**config.mk**
```make
export PLATFORM = sky130hd
export DESIGN_NAME = mem_mover
export DESIGN_NICKNAME = d
export VERILOG_FILES = /design/src/rtl/mem_mover_pkg.sv /design/src/rtl/mem_mover.sv
export SDC_FILE = /design/constraint.sdc
export NUM_CORES = 1
export LEC_CHECK = 0
export BUFFER_PORTS_ARGS = -buffer_cell sky130_fd_sc_hd__buf_2
export CAP_MARGIN = 20
export CORE_MARGIN = 3
export CORE_UTILIZATION = 54
export DETAILED_ROUTE_END_ITERATION = 10
export PLACE_DENSITY = 0.83
export RECOVER_POWER = 25
export SETUP_SLACK_MARGIN = 0.05
export SYNTH_ARGS = -nofsm -noshare
export SYNTH_HDL_FRONTEND = slang
export SYNTH_SLANG_ARGS = --single-unit
export TNS_END_PERCENT = 1
```
**constraint.sdc**
```tcl
create_clock -name iClk -period 3.35 [get_ports iClk]
set_input_delay 1.005 -clock iClk [delete_from_list [all_inputs] [get_ports iClk]]
set_output_delay 1.005 -clock iClk [all_outputs]
set_load 0.02 [all_outputs]
```
**src/rtl/mem_mover_pkg.sv**
```systemverilog
// Shared definitions for the memory mover: default widths, mode codes and
// FSM state encoding.
package mem_mover_pkg;

    localparam int AW_DEFAULT = 4;
    localparam int DW_DEFAULT = 8;

    localparam logic MODE_COPY = 1'b0;
    localparam logic MODE_FILL = 1'b1;

    typedef enum logic [1:0] {
        IDLE  = 2'd0,
        READ  = 2'd1,
        WRITE = 2'd2,
        DONE  = 2'd3
    } stateT;

endpackage

```
**src/rtl/mem_mover.sv**
```systemverilog
// Memory mover: copies a block between two wrapping address ranges of a small
// memory, or fills a range with a constant, keeping a running byte sum.
//
// state | meaning
// IDLE  | waiting for iStart, memory port quiet
// READ  | copy only: fetch source byte into the buffer
// WRITE | store buffer (copy) or fill byte (fill) at destination
// DONE  | one-cycle completion pulse, memory port quiet
module mem_mover
    import mem_mover_pkg::*;
#(
    parameter int AW = AW_DEFAULT,
    parameter int DW = DW_DEFAULT
) (
    input  logic          iClk,
    input  logic          iRst,
    input  logic          iStart,
    input  logic          iMode,
    input  logic [AW-1:0] iSrc,
    input  logic [AW-1:0] iDst,
    input  logic [AW-1:0] iLen,
    input  logic [DW-1:0] iFill,
    output logic          oBusy,
    output logic          oDone,
    output logic [DW-1:0] oSum,
    output logic          oMemWR,
    output logic [AW-1:0] oMemAddr,
    output logic [DW-1:0] oMemData,
    input  logic [DW-1:0] iMemData
);

    stateT         state;
    stateT         stateNext;
    logic          mode;
    logic [AW-1:0] src;
    logic [AW-1:0] dst;
    logic [AW-1:0] len;
    logic [DW-1:0] fill;
    logic [DW-1:0] sum;
    logic [DW-1:0] buffer;
    logic [DW-1:0] wrData;
    logic [AW:0]   idx;
    logic [AW:0]   idxNext;
    logic [AW:0]   byteCount;
    logic          lastByte;
    logic          wrEn;

    // A zero length encodes a full sweep of the address space.
    assign byteCount = (len == '0) ? {1'b1, {AW{1'b0}}} : {1'b0, len};
    assign idxNext   = idx + 1'b1;
    assign lastByte  = (idxNext == byteCount);
    assign wrData    = (mode == MODE_FILL) ? fill : buffer;
    assign oSum      = sum;
    // The strobe is masked by reset so an aborted transfer never writes.
    assign oMemWR    = wrEn & ~iRst;

    always_ff @(posedge iClk) begin
        if (iRst) begin
            state  <= IDLE;
            mode   <= MODE_COPY;
            src    <= '0;
            dst    <= '0;
            len    <= '0;
            fill   <= '0;
            sum    <= '0;
            buffer <= '0;
            idx    <= '0;
        end else begin
            state <= stateNext;
            case (state)
                IDLE: begin
                    if (iStart) begin
                        mode <= iMode;
                        src  <= iSrc;
                        dst  <= iDst;
                        len  <= iLen;
                        fill <= iFill;
                        sum  <= '0;
                        idx  <= '0;
                    end
                end
                READ: buffer <= iMemData;
                WRITE: begin
                    sum <= sum + wrData;
                    idx <= idxNext;
                end
                default: ;
            endcase
        end
    end

    always_comb begin
        stateNext = state;
        oBusy     = 1'b0;
        oDone     = 1'b0;
        wrEn      = 1'b0;
        oMemAddr  = '0;
        oMemData  = '0;
        case (state)
            IDLE: begin
                if (iStart) begin
                    stateNext = (iMode == MODE_FILL) ? WRITE : READ;
                end
            end
            READ: begin
                oBusy     = 1'b1;
                oMemAddr  = src + idx[AW-1:0];
                stateNext = WRITE;
            end
            WRITE: begin
                oBusy    = 1'b1;
                wrEn     = 1'b1;
                oMemAddr = dst + idx[AW-1:0];
                oMemData = wrData;
                if (lastByte) begin
                    stateNext = DONE;
                end else begin
                    stateNext = (mode == MODE_FILL) ? WRITE : READ;
                end
            end
            DONE: begin
                oDone     = 1'b1;
                stateNext = IDLE;
            end
            default: stateNext = IDLE;
        endcase
    end

endmodule

```
==> impl_metrics.env, run 1 <==
export IMPL_clock_latency_ns=0.30
export IMPL_critPathMaxStageDelay_ns=0.37
export IMPL_finalNonFillerCells=390
export IMPL_antenna_found_initial=0
export IMPL_vdd_drop_max_uv=309.5
export IMPL_drt_iter0_markers=108
export IMPL_clock_sinks=44
export IMPL_fin_crit_ns=3.248
export IMPL_grt_pass1_wl_um=9183
export IMPL_syn_area_per_cell_um2=8.610
export IMPL_place_area_um2=2725
export IMPL_power_leakage_uw=0.001311
export IMPL_p_per_area_nw_per_um2=565.8
export IMPL_path_clk_slew_ns=0.08
export IMPL_maxCapViolations=0
export IMPL_cts_max_path_buffers=2
export IMPL_cts_root_buf="clkbuf_8"
export IMPL_power_total_uw=1629
export IMPL_grt_overflow_total=0
export IMPL_dieArea_um2=5406
export IMPL_cpMaxStageDelayCell="dfxtp_4"
export IMPL_groute_usage_overall_pct=21.67
export IMPL_cp_cell_sequence="inv_4 > ha_4 > mux2_2 > ha_1 > a21o_1 > a21oi_2 > xnor2_1 > and2_1 > buf_4"
export IMPL_io_pins=55
export IMPL_slew_violations=0
export IMPL_setup_violations=0
export IMPL_critPathArrivalTime_ns=2.24
export IMPL_yosys_warnings=0
export IMPL_finalHoldViolations=0
export IMPL_wl_um=5695
export IMPL_first_pass_iters=4
export IMPL_fmax_mhz=307.9
export IMPL_grt_setup_unrepaired="false"
export IMPL_htree_levels=2
export IMPL_rrSetupSlack_ns=0.93
export IMPL_synth_edff_count=0
export IMPL_gp_congestion=0.8259
export IMPL_cp_end_kind="primary output"
export IMPL_cp_data_required_time_ns=2.34
export IMPL_setup_slack_ns=0.1018
export IMPL_met1Wirelength_um=2622
export IMPL_synthArstFlopShare_pct=0
export IMPL_viasPerCell=5.446
export IMPL_period_share_pct=96.96
export IMPL_slew_headroom_pct=36.35
export IMPL_cts_hold_buffers_added=0
export IMPL_synth_flop_cell="dfxtp_1"
export IMPL_synth_area_um2=2462
export IMPL_grt_max_degree=50
export IMPL_tightest_slew_ns=0.9547
export IMPL_clock_skew_ns=0.01049
export IMPL_ff2ff_path_depth=8
export IMPL_fin_nets=388
export IMPL_drc=0
export IMPL_synth_distinct_cells=38
export IMPL_core_area_um2=4202
export IMPL_critPathMaxFanout=4
export IMPL_grt_pass1_vias=1957
export IMPL_die_x_um=73.53
export IMPL_drive_above_1_share_pct=24.41
export IMPL_post_dp_hpwl_um=3988
export IMPL_met3_length_um=285
export IMPL_die_h_um=73.53
export IMPL_postSynthRegisterBits=44
export IMPL_route_met2_wl_um=2705
export IMPL_cts_tree="done"
export IMPL_place_ws_ns=0.2581
export IMPL_synth_nets=335
export IMPL_vias=2124
export IMPL_areaGrowthSynthToFinish_pct=16.92
export IMPL_num_rows=23
export IMPL_hold_path_class="register to register"
export IMPL_maxUsedRoutingLayer="met4"
export IMPL_critPathKind="register to primary output"
export IMPL_rr_endpoint="oSum[7]"
export IMPL_postLayoutCellArea_um2=2879
export IMPL_seq_area_frac_synth_pct=35.77
export IMPL_cp_start_kind="register"
export IMPL_hold_start="fill[2]"
export IMPL_r2r_start="mode"
export IMPL_wl_per_cell_um=14.60
export IMPL_antennaDiodeCount=0
export IMPL_min_to="fill[2]"
export IMPL_initial_core_util_pct=58.61
export IMPL_io_buffers=54
export IMPL_setup_tns_ns=0
export IMPL_antenna_left=0
export IMPL_status="finished clean"
export IMPL_postSynthCellCount=286
export IMPL_nFillCells=366
export IMPL_min_path_cells=2
export IMPL_placedCellCount=380
export IMPL_numCtsBuffers=5
[worst max-delay path, delay by kind of cell, from the launching register on]
family	cells	cell delay (ns)
muxes	1	0.34
xor gates and xnor gates	1	0.12
AOI/OAI and AO/OA	2	0.35
buffers and inverters	2	0.20
adders and majority gates	2	0.44
and+or+nand+nor	1	0.13
DFF	1	0.37
[per-stage QoR]
step                      hold WS, ns  util (%)
final                          0.4590     68.52
after global routing           0.4790     68.52
after CTS                      0.4589     68.25
after detailed placement       0.4466     64.86
after global placement         0.4426     64.86
after floorplan                0.4305         -
[cells by family (layout without fill, tap and decap cells)]
family | Yosys count | in the layout | share of synthesized area (%)
AND/OR/NAND/NOR | 110 | 110 | 21.04
multiplexers | 22 | 22 | 9.451
buffers and inverters | 23 | 77 | 5.589
adder cells (fa/ha/maj) | 17 | 17 | 9.248
XOR/XNOR | 14 | 14 | 4.980
AO/OA/AOI/OAI | 56 | 56 | 13.92
flip-flops | 44 | 44 | 35.77
[report_power, final]
part / switching, µW / internal, µW / total (µW)
sequential: 47.2 / 583 / 630
clock: 188 / 263 / 452
combinational: 321 / 226 / 547
total: 556 / 1070 / 1630
[timing repair]
action                                  4_1_cts  5_1_grt
buffers inserted                              0        2
gates resized for setup                       5        4
endpoints found under the setup margin        3        2
[metal layers]
metal / vias up / global-route usage (%)
li1: 1081 / -
met1: 980 / 29.40
met2: 56 / 33.46
met3: 7 / 4.651
met4: 0 / 8.451
met5: - / 0
[how the worst max path moves through the flow]
stage / start / endpoint / slack [ns]
floorplan: state[0] / oMemAddr[1] / 0.36
global placement: state[0] / oMemAddr[3] / 0.32
detailed placement: state[0] / oMemAddr[3] / 0.26
CTS: state[0] / oMemAddr[3] / 0.07
global route: state[0] / oMemAddr[3] / 0.01
finish: state[0] / oMemAddr[3] / 0.10
[synthesized netlist by cell type, drive strengths merged (2+ instances only)]
cell | count | area [µm²]
nand3 | 4 | 20.02
nand3b | 4 | 30.03
fa | 2 | 40.04
nor2b | 4 | 25.02
clkbuf | 14 | 102.6
xnor2 | 11 | 96.34
inv | 8 | 30.03
nand2 | 51 | 191.4
or3 | 3 | 18.77
nor3 | 7 | 40.04
o21ai | 7 | 35.03
mux2i | 12 | 120.1
nor4 | 2 | 18.77
mux2 | 10 | 112.6
dfxtp | 44 | 880.8
a22oi | 5 | 37.54
a211oi | 2 | 15.01
nor2 | 20 | 75.07
a21o | 5 | 37.54
ha | 15 | 187.7
a21oi | 31 | 155.2
and2 | 11 | 68.82
xor2 | 3 | 26.28
[sequential cells by signal (all words and copies together) (netlist names)]
name,count
fill,8
src,4
oSum,8
len,4
dst,4
idx,5
buffer,8
state,2
mode,1
[area by class of cell]
| type | count | area [µm²] | area share (%) |
|---|---|---|---|
| Tap cell | 50 | 62.56 | 2.173 |
| Multi-Input combinational cell | 219 | 1454 | 50.50 |
| Clock inverter | 1 | 30.03 | 1.043 |
| Inverter | 8 | 32.53 | 1.130 |
| Clock buffer | 7 | 96.34 | 3.346 |
| Sequential cell | 44 | 885.9 | 30.77 |
| Timing Repair Buffer | 61 | 317.8 | 11.04 |
[cells in the final DEF, fill, tap and decap left out, drive strengths merged, types with 5 or more instances in the layout]
| cell | count |
|---|---|
| and2 | 11 |
| nor3 | 7 |
| clkbuf | 12 |
| ha | 15 |
| dfxtp | 44 |
| mux2i | 12 |
| mux2 | 10 |
| a21oi | 31 |
| buf | 56 |
| a21o | 5 |
| a22oi | 5 |
| inv | 8 |
| nor2 | 20 |
| xnor2 | 11 |
| o21ai | 7 |
| nand2 | 51 |
No activity file was read; power rests on OpenSTA's default activity.
==> run 2: changes to the inputs <==
==> constraint.sdc (replaced) <==
create_clock -name iClk -period 3.35 [get_ports iClk]
set_input_delay 0.335 -clock iClk [delete_from_list [all_inputs] [get_ports iClk]]
set_output_delay 0.335 -clock iClk [all_outputs]
set_load 0.02 [all_outputs]
==> run 2 against run 1 <==
Effect of this change: clock power is 30% lower; maximum frequency is 5.1% higher; critical endpoint unchanged; sequential power hardly changed; flip-flop and latch count stayed put; core utilization is 2.6 points lower; clock skew is 0.0060 ns lower; wire length is 6.2% lower; first-iteration DRC count is 60% higher.
==> impl_metrics.env, run 2 (synthesis gave the netlist of run 1 again) <==
export IMPL_status="finished clean"
export IMPL_io_pins=55
export IMPL_first_pass_iters=4
export IMPL_cp_start_kind="register"
export IMPL_antenna_found_initial=0
export IMPL_path_clk_slew_ns=0.08
export IMPL_io_buffers=54
export IMPL_antennaDiodeCount=0
export IMPL_cts_root_buf="clkbuf_8"
export IMPL_rrSetupSlack_ns=0.75
export IMPL_finalNonFillerCells=384
export IMPL_nFillCells=342
export IMPL_wl_per_cell_um=13.92
export IMPL_cp_end_kind="primary output"
export IMPL_placedCellCount=377
export IMPL_p_per_area_nw_per_um2=526.2
export IMPL_fmax_mhz=323.5
export IMPL_critPathMaxStageDelay_ns=0.57
export IMPL_dieArea_um2=5406
export IMPL_setup_tns_ns=0
export IMPL_slew_headroom_pct=41.56
export IMPL_fin_hold_ws_ns=0.2708
export IMPL_tightest_slew_ns=0.8765
export IMPL_finalHoldViolations=0
export IMPL_fin_crit_ns=3.092
export IMPL_antenna_left=0
export IMPL_min_to="fill[5]"
export IMPL_post_dp_hpwl_um=3850
export IMPL_num_rows=23
export IMPL_ff2ff_path_depth=8
export IMPL_clock_skew_ns=0.004510
export IMPL_postLayoutCellArea_um2=2769
export IMPL_final_cell_mix="51 x nand2_1, 45 x buf_2, 44 x dfxtp_1"
export IMPL_drive_above_1_share_pct=20.06
export IMPL_drc=0
export IMPL_seq_area_um2=880.8
export IMPL_setup_violations=0
export IMPL_rr_endpoint="oSum[6]"
export IMPL_drt_iter0_markers=173
export IMPL_hold_path_class="primary input to register"
export IMPL_cp_startpoint="state[0]"
export IMPL_cp_top_family="adder cells"
export IMPL_gp_congestion=0.8481
export IMPL_power_leakage_uw=0.001237
export IMPL_setup_slack_ns=0.2584
export IMPL_die_h_um=73.53
export IMPL_critPathArrivalTime_ns=2.76
export IMPL_critPathKind="register to primary output"
export IMPL_grt_pass1_vias=1967
export IMPL_grt_overflow_total=0
export IMPL_r2r_start="mode"
export IMPL_cp_data_required_time_ns=3.01
export IMPL_cp_cell_sequence="inv_1 > ha_1 > mux2_2 > ha_1 > a21o_1 > a21oi_1 > xnor2_1 > and2_1 > buf_2"
export IMPL_grt_max_degree=51
export IMPL_min_path_cells=3
export IMPL_grt_pass1_wl_um=8645
export IMPL_cts_setup_buffers=0
export IMPL_vdd_drop_max_uv=267.1
export IMPL_fin_nets=383
export IMPL_cpMostUsedCell="ha_1"
export IMPL_ctsResizeCount=0
export IMPL_critPathMaxFanout=19
export IMPL_final_common_cell="nand2_1"
export IMPL_slew_violations=0
export IMPL_cpMaxStageDelayCell="ha_1"
export IMPL_period_share_pct=92.29
export IMPL_areaGrowthSynthToFinish_pct=12.45
export IMPL_grt_setup_unrepaired="false"
export IMPL_cts_hold_buffers_added=0
export IMPL_multiInputGateArea_um2=1444
export IMPL_cts_tree="done"
export IMPL_maxCapViolations=0
export IMPL_hold_start="iFill[5]"
export IMPL_cts_max_path_buffers=2
export IMPL_htree_levels=2
export IMPL_clock_latency_ns=0.30
export IMPL_path_buf_inv=2
export IMPL_place_ws_ns=0.5722
export IMPL_initial_core_util_pct=58.61
export IMPL_place_area_um2=2703
export IMPL_vias=2107
export IMPL_core_area_um2=4202
export IMPL_die_x_um=73.53
export IMPL_wl_um=5344
export IMPL_viasPerCell=5.487
export IMPL_numCtsBuffers=5
export IMPL_groute_usage_overall_pct=20.66
export IMPL_clock_sinks=44
run 2: changes by cell type in the layout (fill, tap and decap cells not counted), moves of 2 or more:
cell / change
clkbuf_1: +6
clkbuf_8: -2
buf_2: -4
buf_4: -5
dfxtp_1: +2
run 2: report_power, final:
group / total, µW / internal, µW / switching, µW
clock: 318 / 142 / 176
combinational: 510 / 205 / 305
sequential: 629 / 581 / 47.9
total: 1460 / 928 / 529
run 2: worst max path at each step:
stage	slack [ns]	depth (start not counted)	to
finish	0.26	9	oMemAddr[3]
global route	0.08	9	oMemAddr[3]
CTS	0.24	9	oMemAddr[3]
detailed placement	0.57	9	oMemAddr[3]
global placement	0.67	9	oMemAddr[3]
floorplan	1.03	8	oMemAddr[1]
run 2: metal layers:
| layer | up-vias | track usage (%) | share of wire (%) |
|---|---|---|---|
| met5 | - | 0 | 0 |
| met4 | 0 | 10.66 | 2.5 |
| met3 | 13 | 4.788 | 6.5 |
| met2 | 70 | 32.48 | 45 |
| met1 | 953 | 26.24 | 46 |
| li1 | 1071 | - | - |
run 2: area by class of cell:
cell class | count | share of cell area (%)
Multi-Input combinational cell | 219 | 52.15
Inverter | 8 | 1.084
Tap cell | 50 | 2.259
Clock inverter | 1 | 0.1807
Timing Repair Buffer | 56 | 9.896
Clock buffer | 6 | 2.621
Sequential cell | 44 | 31.81
run 2: stage by stage:
stage	total power [µW]	util (%)
after floorplan	1041	-
after global placement	1135	64.32
after detailed placement	1153	64.32
after CTS	1470	66.17
after global routing	1544	65.90
final	1457	65.90
run 2: worst reg2reg max path, delay by kind of cell (launching register included):
| family | cells | cell delay (ns) |
|---|---|---|
| fa+ha+maj | 2 | 0.64 |
| compound gates | 4 | 0.72 |
| flops | 1 | 0.63 |
| mux | 1 | 0.41 |
| xor+xnor | 1 | 0.14 |
==> run 3: changes to the inputs <==
--- a/config.mk
+++ b/config.mk
@@ -7,8 +7,10 @@
 export LEC_CHECK = 0
 export BUFFER_PORTS_ARGS = -buffer_cell sky130_fd_sc_hd__buf_2
 export CAP_MARGIN = 20
+export CELL_PAD_IN_SITES_DETAIL_PLACEMENT = 2
+export CELL_PAD_IN_SITES_GLOBAL_PLACEMENT = 2
 export CORE_MARGIN = 3
-export CORE_UTILIZATION = 54
+export CORE_UTILIZATION = 32
 export DETAILED_ROUTE_END_ITERATION = 10
 export PLACE_DENSITY = 0.83
 export RECOVER_POWER = 25
==> run 3 against run 2 <==
Effect of this change: clock-buffer cell count grew 2; combinational power grew 10%; worst setup slack gained 0.25 ns; core utilization shrank 27 points; sequential share of layout area shrank 0.99 points; highest routed layer unchanged; die area grew 62%; maximum frequency grew 8.9%; critical path depth is the same; largest power group unchanged; first-iteration DRC count shrank 72%; register-to-register slack lost 0.05 ns; clock skew grew 0.0016 ns.
==> impl_metrics.env, run 3 (synthesis gave the netlist of run 1 again) <==
export IMPL_status="finished clean"
export IMPL_areaGrowthSynthToFinish_pct=16.06
export IMPL_maxCapViolations=0
export IMPL_core_area_um2=7370
export IMPL_cp_end_kind="primary output"
export IMPL_period_share_pct=84.74
export IMPL_finalHoldViolations=0
export IMPL_gp_congestion=0.8035
export IMPL_path_clk_slew_ns=0.08
export IMPL_post_dp_hpwl_um=5539
export IMPL_num_rows=31
export IMPL_grt_pass1_wl_um=12610
export IMPL_htree_levels=2
export IMPL_critPathMaxFanout=4
export IMPL_drt_iter0_markers=49
export IMPL_critPathArrivalTime_ns=2.50
export IMPL_power_leakage_uw=0.001252
export IMPL_vdd_drop_max_uv=172.5
export IMPL_viasPerCell=5.103
export IMPL_finalNonFillerCells=436
export IMPL_slew_violations=0
export IMPL_die_x_um=93.72
export IMPL_cp_startpoint="state[0]"
export IMPL_drive_above_1_share_pct=20.47
export IMPL_p_per_area_nw_per_um2=542.5
export IMPL_hold_start="iLen[1]"
export IMPL_cts_tree="done"
export IMPL_cts_setup_buffers=0
export IMPL_wl_per_cell_um=17.86
export IMPL_fin_nets=385
export IMPL_power_total_uw=1550
export IMPL_final_cell_mix="51 x nand2_1, 45 x buf_2, 44 x dfxtp_1"
export IMPL_seq_area_um2=880.8
export IMPL_antenna_found_initial=0
export IMPL_setup_violations=0
export IMPL_grt_overflow_total=0
export IMPL_grt_setup_unrepaired="false"
export IMPL_final_common_cell="nand2_1"
export IMPL_multiInputGateArea_um2=1444
export IMPL_fin_crit_ns=2.839
export IMPL_cts_hold_buffers_added=0
export IMPL_antennaDiodeCount=0
export IMPL_cts_max_path_buffers=2
export IMPL_hold_path_class="primary input to register"
export IMPL_wl_um=7785
export IMPL_clock_latency_ns=0.30
export IMPL_io_buffers=54
export IMPL_io_pins=55
export IMPL_critPathKind="register to primary output"
export IMPL_fin_hold_ws_ns=0.2636
export IMPL_min_path_cells=3
export IMPL_groute_usage_overall_pct=18.28
export IMPL_clock_skew_ns=0.006084
export IMPL_setup_tns_ns=0
export IMPL_initial_core_util_pct=33.41
export IMPL_nFillCells=859
export IMPL_ff2ff_path_depth=8
export IMPL_drc=0
export IMPL_cts_root_buf="clkbuf_8"
export IMPL_r2r_start="mode"
export IMPL_vias=2225
export IMPL_clock_sinks=44
export IMPL_dieArea_um2=8783
export IMPL_slew_headroom_pct=39.19
export IMPL_numCtsBuffers=5
export IMPL_first_pass_iters=4
export IMPL_cp_data_required_time_ns=3.01
export IMPL_grt_pass1_vias=2490
export IMPL_grt_max_degree=51
export IMPL_ctsResizeCount=0
export IMPL_fmax_mhz=352.3
export IMPL_tightest_slew_ns=0.9121
export IMPL_antenna_left=0
export IMPL_cp_start_kind="register"
export IMPL_die_h_um=93.72
export IMPL_placedCellCount=428
[run 3: cell types whose count changed in the layout (fill, tap and decap cells not counted), sizes merged]
cell and change:
buf +2, clkbuf +2, clkinv -1
[run 3: layer usage]
layer  share of wire, %  track usage [%]  routed length [µm]
met5                  0                0                   0
met4                1.6            6.017                 121
met2                 50            32.11                3923
met1                 45            22.57                3490
met3                3.2            3.045                 250
[run 3: area by class of cell]
cell class,count,area share [%]
multi-input cells,219,50.53
well taps,99,4.335
repair buffers,58,10.11
flip-flops and latches,44,30.82
inverters,8,1.051
clock buffers,8,3.152
[run 3: worst max-delay path, cell delays in order (launching register included)]
cell and delay [ns]:
dfxtp_1 0.34, inv_1 0.11, ha_1 0.27, mux2_2 0.37, ha_1 0.28, a21o_1 0.16, a21oi_1 0.20, xnor2_1 0.15
and2_1 0.16, buf_2 0.16
[run 3: power by group]
part / internal (µW) / switching [µW]
clock: 169 / 188
sequential: 581 / 49.5
combinational: 212 / 351
total: 962 / 588
[run 3: worst paths after layout]
| path | end | slack, ns |
|---|---|---|
| setup / recovery | oMemAddr[3] | 0.51 |
| hold / removal | len[1] | 0.26 |
| setup reg to reg | oSum[7] | 0.70 |
| hold reg to reg | src[3] | 0.47 |
[run 3: metrics by stage]
step | utilization [%] | worst slack [ns] | cell area [µm²]
2_1_floorplan | - | 1.032 | 2462
3_3_place_gp | 37.61 | 0.9229 | 2771
6_report | 38.78 | 0.5112 | 2858
5_1_grt | 38.78 | 0.3442 | 2858
3_5_place_dp | 37.71 | 0.8549 | 2779
4_1_cts | 38.93 | 0.5102 | 2869
